$ cat config.mk
export PLATFORM = sky130hd
export DESIGN_NAME = multiword_add_seq
export DESIGN_NICKNAME = d
export VERILOG_FILES = /design/src/rtl/multiword_add_seq.sv
export SDC_FILE = /design/constraint.sdc
export NUM_CORES = 1
export LEC_CHECK = 0
export BUFFER_PORTS_ARGS = -buffer_cell sky130_fd_sc_hd__clkbuf_2
export CAP_MARGIN = 40
export CORE_MARGIN = 2
export CORE_UTILIZATION = 48
export DETAILED_ROUTE_END_ITERATION = 6
export GPL_ROUTABILITY_DRIVEN = 1
export PLACE_DENSITY = 0.82
export SYNTH_ARGS = -nofsm -noshare
export SYNTH_HDL_FRONTEND = slang
export SYNTH_SLANG_ARGS = --single-unit
$ cat constraint.sdc
create_clock -name clk -period 2.09 [get_ports clk]
set_clock_uncertainty 0.15 [all_clocks]
set_input_delay 0.209 -clock clk [delete_from_list [all_inputs] [get_ports clk]]
set_output_delay 0.209 -clock clk [all_outputs]
set_load 0.05 [all_outputs]
$ cat src/rtl/multiword_add_seq.sv
// rtl/multiword_add_seq.sv - word-serial multiword adder around a single N-bit full adder
module full_adder #(
    parameter int N = 3
) (
    input  logic [N-1:0] a,
    input  logic [N-1:0] b,
    input  logic         ci,
    output logic [N-1:0] sum,
    output logic         cout
);
    assign {cout, sum} = (N+1)'(a) + (N+1)'(b) + (N+1)'(ci);
endmodule

module multiword_add_seq #(
    parameter int N     = 3,
    parameter int WORDS = 4,
    localparam int CW   = $clog2(WORDS + 1)
) (
    input  logic          clk,
    input  logic          reset,
    input  logic          in_valid,
    output logic          in_ready,
    input  logic [N-1:0]  in_a,
    input  logic [N-1:0]  in_b,
    input  logic          in_last,
    input  logic          ci_init,
    output logic          out_valid,
    input  logic          out_ready,
    output logic [N-1:0]  out_sum,
    output logic          out_last,
    output logic          out_cout,
    output logic [CW-1:0] out_idx,
    output logic          seq_err
);
    typedef enum logic {IDLE, BUSY} state_t;

    state_t         state_q, state_d;
    logic           carry_q, carry_d;
    logic [CW-1:0]  cnt_q, cnt_d;
    logic           valid_q, valid_d;
    logic [N-1:0]   sum_q, sum_d;
    logic           last_q, last_d;
    logic           cout_q, cout_d;
    logic [CW-1:0]  idx_q, idx_d;
    logic           err_q, err_d;

    logic           accept, emit, overlen, close_pkt;
    logic           fa_ci, fa_cout;
    logic [N-1:0]   fa_sum;

    full_adder #(.N(N)) u_fa (
        .a    (in_a),
        .b    (in_b),
        .ci   (fa_ci),
        .sum  (fa_sum),
        .cout (fa_cout)
    );

    assign accept    = in_valid && in_ready;
    assign emit      = valid_q && out_ready;
    // The WORDS-th word closes the packet even without in_last, flagging the error.
    assign overlen   = (cnt_q == CW'(WORDS - 1)) && !in_last;
    assign close_pkt = in_last || overlen;

    always_ff @(posedge clk or posedge reset) begin
        if (reset) begin
            state_q <= IDLE;
        end else begin
            state_q <= state_d;
        end
    end

    always_comb begin
        state_d = state_q;
        if (accept) begin
            state_d = close_pkt ? IDLE : BUSY;
        end
    end

    always_comb begin
        in_ready = !valid_q || out_ready;
        fa_ci    = (state_q == IDLE) ? ci_init : carry_q;
    end

    always_comb begin
        carry_d = carry_q;
        cnt_d   = cnt_q;
        valid_d = valid_q;
        sum_d   = sum_q;
        last_d  = last_q;
        cout_d  = cout_q;
        idx_d   = idx_q;
        err_d   = err_q;
        if (accept) begin
            valid_d = 1'b1;
            sum_d   = fa_sum;
            cout_d  = fa_cout;
            last_d  = close_pkt;
            idx_d   = cnt_q;
            carry_d = close_pkt ? 1'b0 : fa_cout;
            cnt_d   = close_pkt ? '0 : cnt_q + CW'(1);
            err_d   = err_q || overlen;
        end else if (emit) begin
            valid_d = 1'b0;
        end
    end

    always_ff @(posedge clk or posedge reset) begin
        if (reset) begin
            carry_q <= 1'b0;
            cnt_q   <= '0;
            valid_q <= 1'b0;
            sum_q   <= '0;
            last_q  <= 1'b0;
            cout_q  <= 1'b0;
            idx_q   <= '0;
            err_q   <= 1'b0;
        end else begin
            carry_q <= carry_d;
            cnt_q   <= cnt_d;
            valid_q <= valid_d;
            sum_q   <= sum_d;
            last_q  <= last_d;
            cout_q  <= cout_d;
            idx_q   <= idx_d;
            err_q   <= err_d;
        end
    end

    assign out_valid = valid_q;
    assign out_sum   = sum_q;
    assign out_last  = last_q;
    assign out_cout  = cout_q;
    assign out_idx   = idx_q;
    assign seq_err   = err_q;
endmodule
==> report_table.html <==
<table>
<tr><th>Metric</th><th>Value</th></tr>
<tr><th colspan="2">Drt</th></tr>
<tr><td>DRC Markers</td><td>0</td></tr>
<tr><td>Total wirelength of the detailed-routed design</td><td>1.19 mm</td></tr>
<tr><td>Total number of vias</td><td>516</td></tr>
<tr><td>Detailed-route wire length per cell</td><td>11.9 um</td></tr>
<tr><td>First-pass iteration count of the detailed router</td><td>4</td></tr>
<tr><td>Detailed-route vias per instance</td><td>5.16</td></tr>
<tr><td>First-iteration detailed-routing DRC count</td><td>4</td></tr>
<tr><td>Detail Route Antenna Nets</td><td>0</td></tr>
<tr><th colspan="2">Synth</th></tr>
<tr><td>Synth warnings</td><td>0</td></tr>
<tr><td>Synth Cell Area</td><td>748 sq um</td></tr>
<tr><td>Share of the synthesized area in the top cell type</td><td>50.2%</td></tr>
<tr><td>Share of the yosys chip area belonging to registers</td><td>50.2%</td></tr>
<tr><td>Xor/xnor share of the synthesized area</td><td>1.17%</td></tr>
<tr><td>Most used flip-flop cell after synthesis</td><td>sky130_fd_sc_hd__dfrtp_1</td></tr>
<tr><td>EDFF count, synth</td><td>0</td></tr>
<tr><td>Synthesized-area fraction occupied by adder cells</td><td>12.0%</td></tr>
<tr><td>Simple-gate area share of the yosys netlist</td><td>7.53%</td></tr>
<tr><td>Leading cell types by count after synthesis</td><td>15 x sky130_fd_sc_hd__dfrtp_1, 9 x sky130_fd_sc_hd__inv_1, 4 x sky130_fd_sc_hd__ha_1</td></tr>
<tr><td>Yosys cell types</td><td>23</td></tr>
<tr><td>Seq cells post-synth</td><td>15</td></tr>
<tr><td>Fraction of registers with async set/reset</td><td>100%</td></tr>
<tr><td>Multiplexer share of the synthesized area</td><td>13.2%</td></tr>
<tr><td>Number of standard cells after synthesis</td><td>59</td></tr>
<tr><td>Combinational family with the most area after synthesis</td><td>multiplexers</td></tr>
<tr><td>Area leader, netlist</td><td>sky130_fd_sc_hd__dfrtp_1</td></tr>
<tr><td>Largest cells by area after synthesis</td><td>sky130_fd_sc_hd__dfrtp_1 50%, sky130_fd_sc_hd__ha_1 6.7%, sky130_fd_sc_hd__mux2_4 6.0%, sky130_fd_sc_hd__fa_1 5.4%, sky130_fd_sc_hd__inv_1 4.5%</td></tr>
<tr><td>Most frequently used cell type in the post-synthesis netlist</td><td>sky130_fd_sc_hd__dfrtp_1</td></tr>
<tr><td>Compound-gate portion of the synthesized area</td><td>8.36%</td></tr>
<tr><td>Synthesized area per cell</td><td>12.7 sq um</td></tr>
<tr><td>Post-synth net total</td><td>77</td></tr>
<tr><th colspan="2">Worst setup path</th></tr>
<tr><td>CP max FO</td><td>2</td></tr>
<tr><td>Timing startpoint of the critical path</td><td>state_q$_DFFE_PP0P_</td></tr>
<tr><td>Worst Path Class, Setup</td><td>reg -&gt; reg</td></tr>
<tr><td>Delay contributed by the slowest stage of the critical path</td><td>380 ps</td></tr>
<tr><td>CP required</td><td>2120 ps</td></tr>
<tr><td>Worst setup EP type</td><td>flop</td></tr>
<tr><td>R2R Path Start</td><td>state_q$_DFFE_PP0P_</td></tr>
<tr><td>FF-to-FF setup slack</td><td>180 ps</td></tr>
<tr><td>Critical Path AT</td><td>1940 ps</td></tr>
<tr><td>Chain of cells forming the critical path</td><td>mux2_2 &gt; fa_1 &gt; inv_1 &gt; fa_1 &gt; xnor2_1 &gt; mux2_4</td></tr>
<tr><td>Library cell contributing the largest single delay on the critical path</td><td>sky130_fd_sc_hd__fa_1</td></tr>
<tr><td>Number of cells on the worst reg-to-reg path</td><td>6</td></tr>
<tr><td>Cell type with the highest occurrence count on the critical path</td><td>sky130_fd_sc_hd__fa_1</td></tr>
<tr><td>Category of the worst setup path launch point</td><td>flop</td></tr>
<tr><th colspan="2">Cells and area</th></tr>
<tr><td>Number of inserted diodes</td><td>0</td></tr>
<tr><td>Share of final-layout standard cells stronger than drive strength 1</td><td>41.7%</td></tr>
<tr><td>Total Nets Final</td><td>103</td></tr>
<tr><td>Filler instances</td><td>122</td></tr>
<tr><td>Area growth from synthesis to final layout</td><td>19.4%</td></tr>
<tr><th colspan="2">Timing</th></tr>
<tr><td>Achievable Freq</td><td>0.523 GHz</td></tr>
<tr><td>Final hold violation count</td><td>0</td></tr>
<tr><td>Max-Slew Margin vs Limit</td><td>62.7%</td></tr>
<tr><td>Final Cycle Share</td><td>91.5%</td></tr>
<tr><td>Setup repair after global routing missed its margin</td><td>false</td></tr>
<tr><td>Crit path time final</td><td>1910 ps</td></tr>
<tr><td>Worst Tran Pin Value</td><td>559 ps</td></tr>
<tr><td>Total setup violations reported at the end of the flow</td><td>0</td></tr>
<tr><td>Final critical-path setup slack</td><td>178 ps</td></tr>
<tr><td>Pins Over Slew Limit</td><td>0</td></tr>
<tr><td>Setup TNS</td><td>0 ps</td></tr>
<tr><td>Hold slack</td><td>53.3 ps</td></tr>
<tr><th colspan="2">Placement</th></tr>
<tr><td>Final weighted congestion of routability-driven global placement</td><td>0.786</td></tr>
<tr><td>Setup Slack @ Placement</td><td>189 ps</td></tr>
<tr><td>Number of buffer cells added on primary ports</td><td>22</td></tr>
<tr><td>HPWL after DPL</td><td>938 um</td></tr>
<tr><th colspan="2">Clock network</th></tr>
<tr><td>Clock Tree Buf Depth</td><td>2</td></tr>
<tr><td>Clock Sinks</td><td>15</td></tr>
<tr><td>Buffer count from post-CTS setup fixing</td><td>0</td></tr>
<tr><td>Post-CTS resize count</td><td>0</td></tr>
<tr><td>Number of buffers added by the clock tree synthesis step</td><td>3</td></tr>
<tr><td>Cell at the root of the clock tree</td><td>sky130_fd_sc_hd__clkbuf_4</td></tr>
<tr><td>Skew-Pair Late Insertion Delay</td><td>290 ps</td></tr>
<tr><td>Clock transition at path regs</td><td>90 ps</td></tr>
<tr><td>Maximum level of the CTS H-tree</td><td>1</td></tr>
<tr><td>TritonCTS clock tree</td><td>yes</td></tr>
<tr><th colspan="2">Global routing</th></tr>
<tr><td>Total global routing overflow</td><td>0</td></tr>
<tr><td>Vias in the first global route</td><td>498</td></tr>
<tr><td>Maximum number of pins on one net before global-route repair</td><td>16</td></tr>
<tr><td>Global-route wire length before repair</td><td>2.07 mm</td></tr>
<tr><td>Aggregate global-route resource usage</td><td>14.9%</td></tr>
<tr><td>Number of antenna violations at the first check in global routing</td><td>0</td></tr>
<tr><th colspan="2">Outcome</th></tr>
<tr><td>Outcome</td><td>finished clean</td></tr>
<tr><th colspan="2">Power and ir drop</th></tr>
<tr><td>Worst supply voltage drop on vdd</td><td>0.526 mV</td></tr>
<tr><td>Cell area power density</td><td>1050 mW/mm^2</td></tr>
<tr><td>Static leakage power</td><td>0.485 nW</td></tr>
<tr><th colspan="2">Floorplan</th></tr>
<tr><td>Number of top-level design ports</td><td>23</td></tr>
<tr><td>Initial standard-cell utilization of the core</td><td>50.3%</td></tr>
<tr><td>Die area</td><td>0.00189 sq mm</td></tr>
<tr><td>Die height</td><td>43.5 um</td></tr>
<tr><td>Number of placement rows</td><td>14</td></tr>
<tr><td>Core area</td><td>0.00149 sq mm</td></tr>
<tr><td>Horizontal die dimension</td><td>43.5 um</td></tr>
<tr><th colspan="2">Hold path</th></tr>
<tr><td>Startpoint of the worst hold path</td><td>in_valid</td></tr>
<tr><td>Cell depth of the worst hold path</td><td>2</td></tr>
<tr><td>Worst hold path class</td><td>in -&gt; reg</td></tr>
<tr><th colspan="2">Flow run</th></tr>
<tr><td>Maxcap violations</td><td>0</td></tr>
</table>
[metrics by stage]
step | util [%] | cells | power, W | cell area [sq um]
2_1_floorplan | - | 59 | 0.000700 | 748
3_3_place_gp | 57.5 | 95 | 0.000775 | 856
3_5_place_dp | 57.5 | 95 | 0.000783 | 856
4_1_cts | 60.0 | 100 | 0.000950 | 893
5_1_grt | 60.0 | 100 | 0.000991 | 893
6_report | 60.0 | 100 | 0.000942 | 893
[cell type report]
cell class              instances  area [sq um]  share of cell area [%]
clock inverters                 1          5.00                   0.560
well taps                      16          20.0                    2.24
multi-input cells              33           317                    35.4
flip-flops and latches         15           375                    42.0
clock buffers                   3          22.5                    2.52
inverters                       9          33.8                    3.78
repair buffers                 23           120                    13.4
[critical path: cells and delay by family (launching register included)]
family,cells,cell delay (ps)
muxes,2,590
DFF,1,370
xor gates and xnor gates,1,60
adders and majority gates,2,550
buffers and inverters,1,80
[sequential cells by signal, summed over array words and instances (netlist names)]
register   cells
cnt_q          3
out_idx        3
out_sum        3
carry_q        1
out_cout       1
out_last       1
out_valid      1
seq_err        1
state_q        1
[logic make-up (layout without fill, tap and decap cells)]
group / Yosys count / after routing
AOI/OAI and AO/OA: 10 / 10
adders and majority gates: 6 / 6
DFF: 15 / 15
and+or+nand+nor: 8 / 8
muxes: 8 / 8
xor gates and xnor gates: 1 / 1
buffers and inverters: 11 / 36
[layout by cell type, fill, tap and decap left out]
master and count:
sky130_fd_sc_hd__xnor2_1 1, sky130_fd_sc_hd__nand4_1 1, sky130_fd_sc_hd__o21ai_0 3, sky130_fd_sc_hd__o21a_1 1
sky130_fd_sc_hd__dfrtp_1 15, sky130_fd_sc_hd__mux2i_1 2, sky130_fd_sc_hd__ha_1 4, sky130_fd_sc_hd__inv_1 9
sky130_fd_sc_hd__clkbuf_2 22, sky130_fd_sc_hd__o2bb2ai_1 1, sky130_fd_sc_hd__fa_1 2, sky130_fd_sc_hd__mux2_4 3
sky130_fd_sc_hd__and2_4 1, sky130_fd_sc_hd__a21o_1 1, sky130_fd_sc_hd__dlygate4sd3_1 1, sky130_fd_sc_hd__nand2_1 1
sky130_fd_sc_hd__nand3_1 1, sky130_fd_sc_hd__clkbuf_4 3, sky130_fd_sc_hd__nor2_1 1, sky130_fd_sc_hd__a31o_2 1
sky130_fd_sc_hd__nand2b_4 1, sky130_fd_sc_hd__clkinv_2 1, sky130_fd_sc_hd__nand2b_1 1, sky130_fd_sc_hd__mux2_2 3
sky130_fd_sc_hd__a21oi_1 3, sky130_fd_sc_hd__nand4b_1 1
[path summary, 6_finish.rpt]
kind,to
setup / recovery,out_sum[2]$_DFFE_PP0P_
max in group asynchronous,out_idx[1]$_DFFE_PP0P_
min in group asynchronous,out_idx[0]$_DFFE_PP0P_
hold reg to reg,seq_err$_DFFE_PP0P_
hold / removal,out_valid$_DFFE_PP0P_
setup reg to reg,out_sum[2]$_DFFE_PP0P_
[routing by layer]
layer / part of all wire [%] / up-vias / GRT usage [%]
met5: 0 / - / 0
met4: 2.6 / 0 / 9.09
met3: 5.8 / 4 / 1.67
met2: 47 / 24 / 23.0
met1: 45 / 242 / 20.1
li1: - / 246 / -
[power by group]
| group | switching [W] | leakage [nW] | total, W | internal, W |
|---|---|---|---|---|
| Clock | 0.0000966 | 0.0177 | 0.000168 | 0.0000711 |
| Combinational | 0.000262 | 0.283 | 0.000383 | 0.000121 |
| Sequential | 0.0000358 | 0.185 | 0.000391 | 0.000355 |
[timing repair]
item                                   in CTS  in global routing
endpoints found under the hold margin      15                  0
hold buffers                                1                  0
setup endpoints to repair                   0                  0
Note: power is estimated with default switching activity, not from simulation.
